**src/rtl/wait_data_mem.sv**
```systemverilog
// wait_data_mem: word-organised data memory with a waitrequest handshake,
// per-byte write enables, a fixed number of stall cycles per access and
// address checking. It stands in for a zero-latency RAM on the CPU data bus
// so the CPU can be stalled and partial-word stores can be exercised.
module wait_data_mem #(
    parameter string       DATA_INIT_FILE = "",
    parameter logic [31:0] BASE_ADDR      = 32'h1000_0000,
    parameter int unsigned DEPTH_WORDS    = 128,
    parameter int unsigned WAIT_CYCLES    = 2
) (
    input  logic        clk,
    input  logic        rst_n,
    input  logic [31:0] data_address,
    input  logic        data_read,
    input  logic        data_write,
    input  logic [3:0]  data_byteenable,
    input  logic [31:0] data_writedata,
    output logic        data_waitrequest,
    output logic [31:0] data_readdata,
    output logic        data_err
);

    localparam int unsigned AW       = (DEPTH_WORDS > 1) ? $clog2(DEPTH_WORDS) : 1;
    localparam logic [32:0] END_ADDR = {1'b0, BASE_ADDR} + 33'(4 * DEPTH_WORDS);
    localparam logic [3:0]  CNT_INIT = 4'(WAIT_CYCLES - 1);
    localparam logic [31:0] BAD_DATA = 32'hDEAD_BEEF;

    localparam logic [1:0] S_IDLE = 2'd0;
    localparam logic [1:0] S_BUSY = 2'd1;
    localparam logic [1:0] S_ACK  = 2'd2;

    logic [31:0]   r_mem [DEPTH_WORDS];
    logic [1:0]    r_state;
    logic [3:0]    r_cnt;
    logic          r_wr_pend;
    logic [AW-1:0] r_wr_index;
    logic [31:0]   r_wr_data;
    logic [3:0]    r_wr_be;

    logic          w_req;
    logic [AW-1:0] w_index;
    logic          w_in_range;
    logic          w_legal;
    logic          w_enter_ack;

    // Memory starts all-zero.
    initial begin
        for (int i = 0; i < int'(DEPTH_WORDS); i++) r_mem[i] = '0;
    end

    assign w_req   = data_read | data_write;
    assign w_index = AW'((data_address - BASE_ADDR) >> 2);

    // Range check is done one bit wider so an end address at the top of the
    // 32-bit space cannot wrap around and look legal.
    assign w_in_range = ({1'b0, data_address} >= {1'b0, BASE_ADDR}) &&
                        ({1'b0, data_address} <  END_ADDR);
    assign w_legal    = (data_address[1:0] == 2'b00) && w_in_range &&
                        !(data_read && data_write);

    assign w_enter_ack = w_req &&
                         (((r_state == S_IDLE) && (WAIT_CYCLES == 0)) ||
                          ((r_state == S_BUSY) && (r_cnt == 4'd0)));

    // The master must see a stall while the memory is held in reset.
    assign data_waitrequest = ~rst_n | (w_req & (r_state != S_ACK));

    // Access sequencer: IDLE -> BUSY (stall countdown) -> ACK -> IDLE.
    // NOTE: sequential state uses non-blocking assignments so every register
    // samples the pre-edge values, independent of statement order.
    always_ff @(posedge clk or negedge rst_n) begin
        if (!rst_n) begin
            r_state <= S_IDLE;
            r_cnt   <= 4'd0;
        end else begin
            case (r_state)
                S_IDLE: begin
                    if (w_req) begin
                        if (WAIT_CYCLES == 0) begin
                            r_state <= S_ACK;
                        end else begin
                            r_state <= S_BUSY;
                            r_cnt   <= CNT_INIT;
                        end
                    end
                end
                S_BUSY: begin
                    if (!w_req) begin
                        r_state <= S_IDLE;
                    end else if (r_cnt == 4'd0) begin
                        r_state <= S_ACK;
                    end else begin
                        r_cnt <= r_cnt - 4'd1;
                    end
                end
                S_ACK:   r_state <= S_IDLE;
                default: r_state <= S_IDLE;
            endcase
        end
    end

    // Capture read data, error flag and the pending write when entering ACK;
    // the write itself lands on the edge that leaves ACK.
    always_ff @(posedge clk or negedge rst_n) begin
        if (!rst_n) begin
            data_readdata <= 32'h0;
            data_err      <= 1'b0;
            r_wr_pend     <= 1'b0;
            r_wr_index    <= '0;
            r_wr_data     <= 32'h0;
            r_wr_be       <= 4'h0;
        end else if (w_enter_ack) begin
            data_readdata <= w_legal ? r_mem[w_index] : BAD_DATA;
            data_err      <= ~w_legal;
            r_wr_pend     <= w_legal & data_write;
            r_wr_index    <= w_index;
            r_wr_data     <= data_writedata;
            r_wr_be       <= data_byteenable;
        end else if (r_state == S_ACK) begin
            data_err  <= 1'b0;
            r_wr_pend <= 1'b0;
        end
    end

    // Byte-lane write commit on ACK exit.
    // NOTE: the storage array has no reset; contents must survive rst_n.
    always_ff @(posedge clk) begin
        if ((r_state == S_ACK) && r_wr_pend) begin
            for (int i = 0; i < 4; i++) begin
                if (r_wr_be[i]) r_mem[r_wr_index][8*i +: 8] <= r_wr_data[8*i +: 8];
            end
        end
    end

endmodule
```
**config.mk**
```make
export PLATFORM = sky130hd
export DESIGN_NAME = wait_data_mem
export DESIGN_NICKNAME = d
export VERILOG_FILES = /design/src/rtl/wait_data_mem.sv
export SDC_FILE = /design/constraint.sdc
export NUM_CORES = 2
export LEC_CHECK = 0
export CELL_PAD_IN_SITES_DETAIL_PLACEMENT = 0
export CELL_PAD_IN_SITES_GLOBAL_PLACEMENT = 1
export CORE_UTILIZATION = 55
export CTS_BUF_LIST = sky130_fd_sc_hd__clkbuf_16
export DETAILED_ROUTE_END_ITERATION = 6
export HOLD_SLACK_MARGIN = 0.12
export MAX_ROUTING_LAYER = met4
export PLACE_DENSITY_LB_ADDON = 0.2
export SLEW_MARGIN = 10
export SYNTH_ARGS = -nofsm -noshare
export SYNTH_HDL_FRONTEND = slang
export SYNTH_SLANG_ARGS = --single-unit
```
**constraint.sdc**
```tcl
create_clock -name clk -period 7.9 [get_ports clk]
set_clock_uncertainty 0.1 [all_clocks]
set_input_delay 1.58 -clock clk [delete_from_list [all_inputs] [get_ports clk]]
set_output_delay 1.58 -clock clk [all_outputs]
set_load 0.03 [all_outputs]
```
# After elaboration in Yosys (flattened, before gate mapping)
# Memories as Yosys holds them, arrays and structs flattened.
# Index checks and enable logic that the tools add are counted.
# classes
n_addsub,2
order_cmp,2
eq_ne,7
muxes,24
bitwise_logic,6
reduce_logical,15
# op_table
operator,count
$ge 32x29->1 const B,1
$lt 32x29->1 const B,1
$mux 32,1
$mux 1,15
$mux 4,3
$sub 9x1->9 const B,1
$ne 2x2->1 const B,4
$pmux 4 s2,1
$logic_and 1x1->1,7
$mux 2,3
$logic_not 2->1,2
$logic_not 4->1,1
$pmux 2 s2,1
$reduce_and 4->1,1
$reduce_bool 2->1,2
$sub 4x1->4 const B,1
$ne 3x2->1 const B,1
$and 1x1->1,2
$eq 2x1->1 const B,1
$eq 2x2->1 const B,1
$not 1->1,2
$or 1x1->1,2
$reduce_and 2->1,1
$logic_not 1->1,1
# word_totals
register_bits,83
ramBits,4096
input_bits,72
wordCells,65
n_memories,1
# mem_list
name,depth,word_bits,read_ports,rd_ports_with_merged_regs,write_ports,line,rtl
r_mem,128,32,1,0,1,32,logic [31:0] r_mem [DEPTH_WORDS];

# Logic depth before layout (Yosys ltp)
# logic_depth
word_depth,6
mapped_depth,13

# Least setup slack after synthesis
# OpenSTA, ideal clock, no wires.
# synth_path
path_kind,input -> register
from,input data_address[2]
to,register data_readdata[4]
setup_time_ps,122
arrival_ps,3547
required_time_ps,7678
path_slack_ps,4131
path_stages,8
n_path_buf,4
path_cell_list,buf_6 clkbuf_16 buf_6 buf_2 mux4_2 a2111oi_2 a31oi_1 a32o_1
# synth_via
elab_chain_cells,5
word_cells_on_any_way,8
cone_classes,1 x add/sub; 2 x order compare; 1 x mux; 3 x reduce/logical; 1 x memory
# synth_rtl
item,line,rtl
start: declaration,13,"input logic [31:0] data_address,"
branches (longest 4 deep; another with $mem_v2 128x32),n/a,
$mux 32 *,113,data_readdata <= w_legal ? r_mem[w_index] : BAD_DATA;
end signal: assignment,113,
end: declaration,19,"output logic [31:0] data_readdata,"
# Mark *: on every way between the ends.
# A chain may end at the register's enable or synchronous reset.

# Worst setup path in the final report
# layout_path
from,input data_address[5]
to,register data_readdata[1]
# Same word-level chain as after synthesis.

==> metrics.txt <==
initial antenna violation count=44; GRT Residual Overflow=0; Max-slew headroom=8.49%; largest net degree at the start of global routing=111; pre-CTS WS=1.89 ns; Max VDD drop=0.204 mV; Clk pin slew, worst setup/hold paths=0.06 ns; Antenna Violating Nets Remaining=0; IO Pins=106; Die W=547 um; area fraction of the dominant cell type after synthesis=75.4%; RSZ-0062 raised after global routing=false; number of global-route vias before repair=82600; Avg Cell Area, Syn=20.5 um^2; Critical Path Source Type=input pin; drt pass-1 iters=7; area of the multi-input gates=34900 um^2; total CTS buffers=415; Post-synth ARST share=1.99%; first-pass GRT wire length=671 mm; core area=295000 um^2; Fin. Hold Viols=0; Total Power=53.8 mW; RD Place Congestion=0.972; register area share after synthesis=76.6%; Clock Tree Root=clkbuf_16; Clock H-tree levels=5; critical path capture point type=flip-flop; clk buf depth=4; die area=299000 um^2; Synth Instances=7945; dominant cells by area after synthesis=edfxtp_1, mux4_2, mux2i_1, nor2_1, dfrtp_1; Critical Path, Cell by Cell=buf_6 > buf_4 > nor2b_4 > buf_12 > nand2_1 > o22ai_1 > nor4_1 > a31oi_1 > o2111ai_1 > o21a_1; Synth Flop Type=edfxtp_1; Max Cap Viol=0; TNS Setup=0 ns; Slowest-stage cell, CP=nor4_1; Skew-Pair Late Insertion Delay=0.98 ns; setup repair bufs after CTS=0; worst path buffer plus inverter count=3; slowest stage delay, CP=0.96 ns; via/cell ratio=6.87; post_cts resized=0; DRT Wirelength=488 mm; Slew Limit Fails=0; slew at the pin with the worst max-slew slack=1.34 ns; Via Count=86000; largest fanout on the critical path=47; area post-placement=168000 um^2; Placed Cells=11700; Fillers=20300; post-route cell area=182000 um^2; Hold Crit Class=input pin to asynchronous set/reset pin; mapped cell area=163000 um^2; placed wire-length estimate=315 mm; Die Y=547 um; First DRT Iteration DRCs=14800; CTS tree=done; run status=complete, no violations; Max Fclk=191 MHz; power density cells=296 nW/um^2; #FFs+latches synth=4179; Port Buffers=105; number of flops mapped to enable cells by yosys=4096; global router's overall resource usage=33.6%; nets=8271; Residual DRC=0; crit share post-route=66.3%; Setup-failing EPs final=0; synth unique cells=76; synthesis-to-layout area growth=11.4%; Clock Sinks=4179; Starting Density=55.4%; Top Family by Delay on Critical Path=simple AND/OR/NAND/NOR gates; Req. time, crit path=8.72 ns; layout cell share with drive strength beyond 1=20.6%; final core utilization=61.7%; Fin Hold WS=0.357 ns; FP Rows=199; Worst EP arrival=6.06 ns; syn_nets=8018; yosys warns=0; leading area contributor after synthesis=edfxtp_1; worst setup margin=2.66 ns; CTS hold repair buffers=0; Crit Path Class=input pin to flip-flop; non-filler cells, final=12500; Pleak=57.6 nW; FF/Latch Area=125000 um^2; fin crit period=5.24 ns; Avg WL per Cell=38.9 um
cell usage after synthesis, drive strengths merged, types with 4 or more instances:
cell     instances
a221oi          77
a211o            4
o22a            11
mux4           911
mux2i          334
dfrtp           83
a211oi          49
o31ai           18
nor2           655
or2              4
o2111ai         10
o21ai          120
edfxtp        4096
a32oi           15
o22ai          115
o221ai          25
or4              7
nor2b           11
buf            278
a2111oi          4
nand3           45
clkbuf         195
a21oi           98
a31oi           37
nor4            22
nand2          436
inv              9
a22o            10
o211ai          13
a221o           37
nor3            54
a22oi           39
o21a             4
and3            15
and2            11
nand2b          16
mux2            39
nor3b            4
o21bai           4
registers in the layout (all words and copies together), names as in the netlist:
name,count
r_cnt,4
data_err,1
r_state,2
data_readdata,32
r_mem,4096
r_wr_data,32
r_wr_be,4
r_wr_index,7
r_wr_pend,1
per-layer routing:
layer / up-vias / wire length [um] / GRT usage [%]
met5: - / 0 / -
met2: 5801 / 219000 / 47.9
met3: 923 / 59400 / 8.52
met4: 0 / 21800 / 13.0
met1: 45900 / 187000 / 47.1
li1: 33400 / - / -
final cells by class:
type | instances | share of cell area, %
multi-input cells | 3281 | 19.2
flip-flops and latches | 4179 | 68.9
inverters | 12 | 0.0330
repair buffers | 309 | 1.59
clock inverters | 355 | 1.72
clock buffers | 424 | 5.84
diodes | 47 | 0.0647
well taps | 3919 | 2.70
cells in the final DEF (no fill, tap or decap), types with 23 or more instances in the layout:
cell type	count
clkinv_1	125
mux4_1	73
nand3_1	44
diode_2	47
clkdlybuf4s50_1	97
buf_4	181
o221ai_1	25
inv_1	82
dfrtp_4	32
nor3_1	51
nor2_1	647
edfxtp_1	4096
a221o_1	32
a31oi_1	37
clkbuf_16	424
buf_12	23
nand2_1	428
a22oi_1	39
mux4_2	838
mux2i_1	334
a211oi_1	49
o22ai_1	115
o21ai_0	117
clkinv_2	70
a221oi_1	74
mux2_2	39
a21oi_1	98
bufinv_16	49
dfrtp_1	51
final timing paths:
check                                   from                end  slack, ns  cells past startpoint
max                          data_address[5]   data_readdata[1]       2.66                     10
min                                    rst_n      r_wr_data[17]       0.36                      1
max reg2reg                         r_cnt[0]  data_readdata[28]       3.50                      8
min reg2reg                data_readdata[17]  data_readdata[17]       0.41                      1
max in group asynchronous              rst_n       r_wr_data[5]       5.96                      2
min in group clk           data_readdata[17]  data_readdata[17]       0.41                      1
logic make-up (layout without fill, tap and decap cells):
| family | after synthesis | count (layout) | share of synthesized area (%) |
|---|---|---|---|
| AOI/OAI and AO/OA | 705 | 705 | 3.00 |
| adders and majority gates | 1 | 1 | 0.00767 |
| buffers and inverters | 485 | 1100 | 2.07 |
| DFF | 4179 | 4179 | 76.6 |
| muxes | 1284 | 1284 | 15.1 |
| other | 0 | 47 | 0 |
| and+or+nand+nor | 1291 | 1291 | 3.22 |
power by group:
group / total, mW / switching (mW) / internal, mW
Clock: 19.9 / 8.53 / 11.3
Combinational: 4.99 / 3.95 / 1.04
Sequential: 28.9 / 1.51 / 27.4
worst register-to-register path, cell delays in order (launching register included):
cell and delay [ns]:
dfrtp_1 0.35, inv_1 0.13, ha_1 0.23, nor3b_2 0.44, nand3_4 0.51, or3_2 1.04, buf_4 0.37, nor3_1 0.88
a31oi_1 0.19
Note: power is estimated with default switching activity, not from simulation.
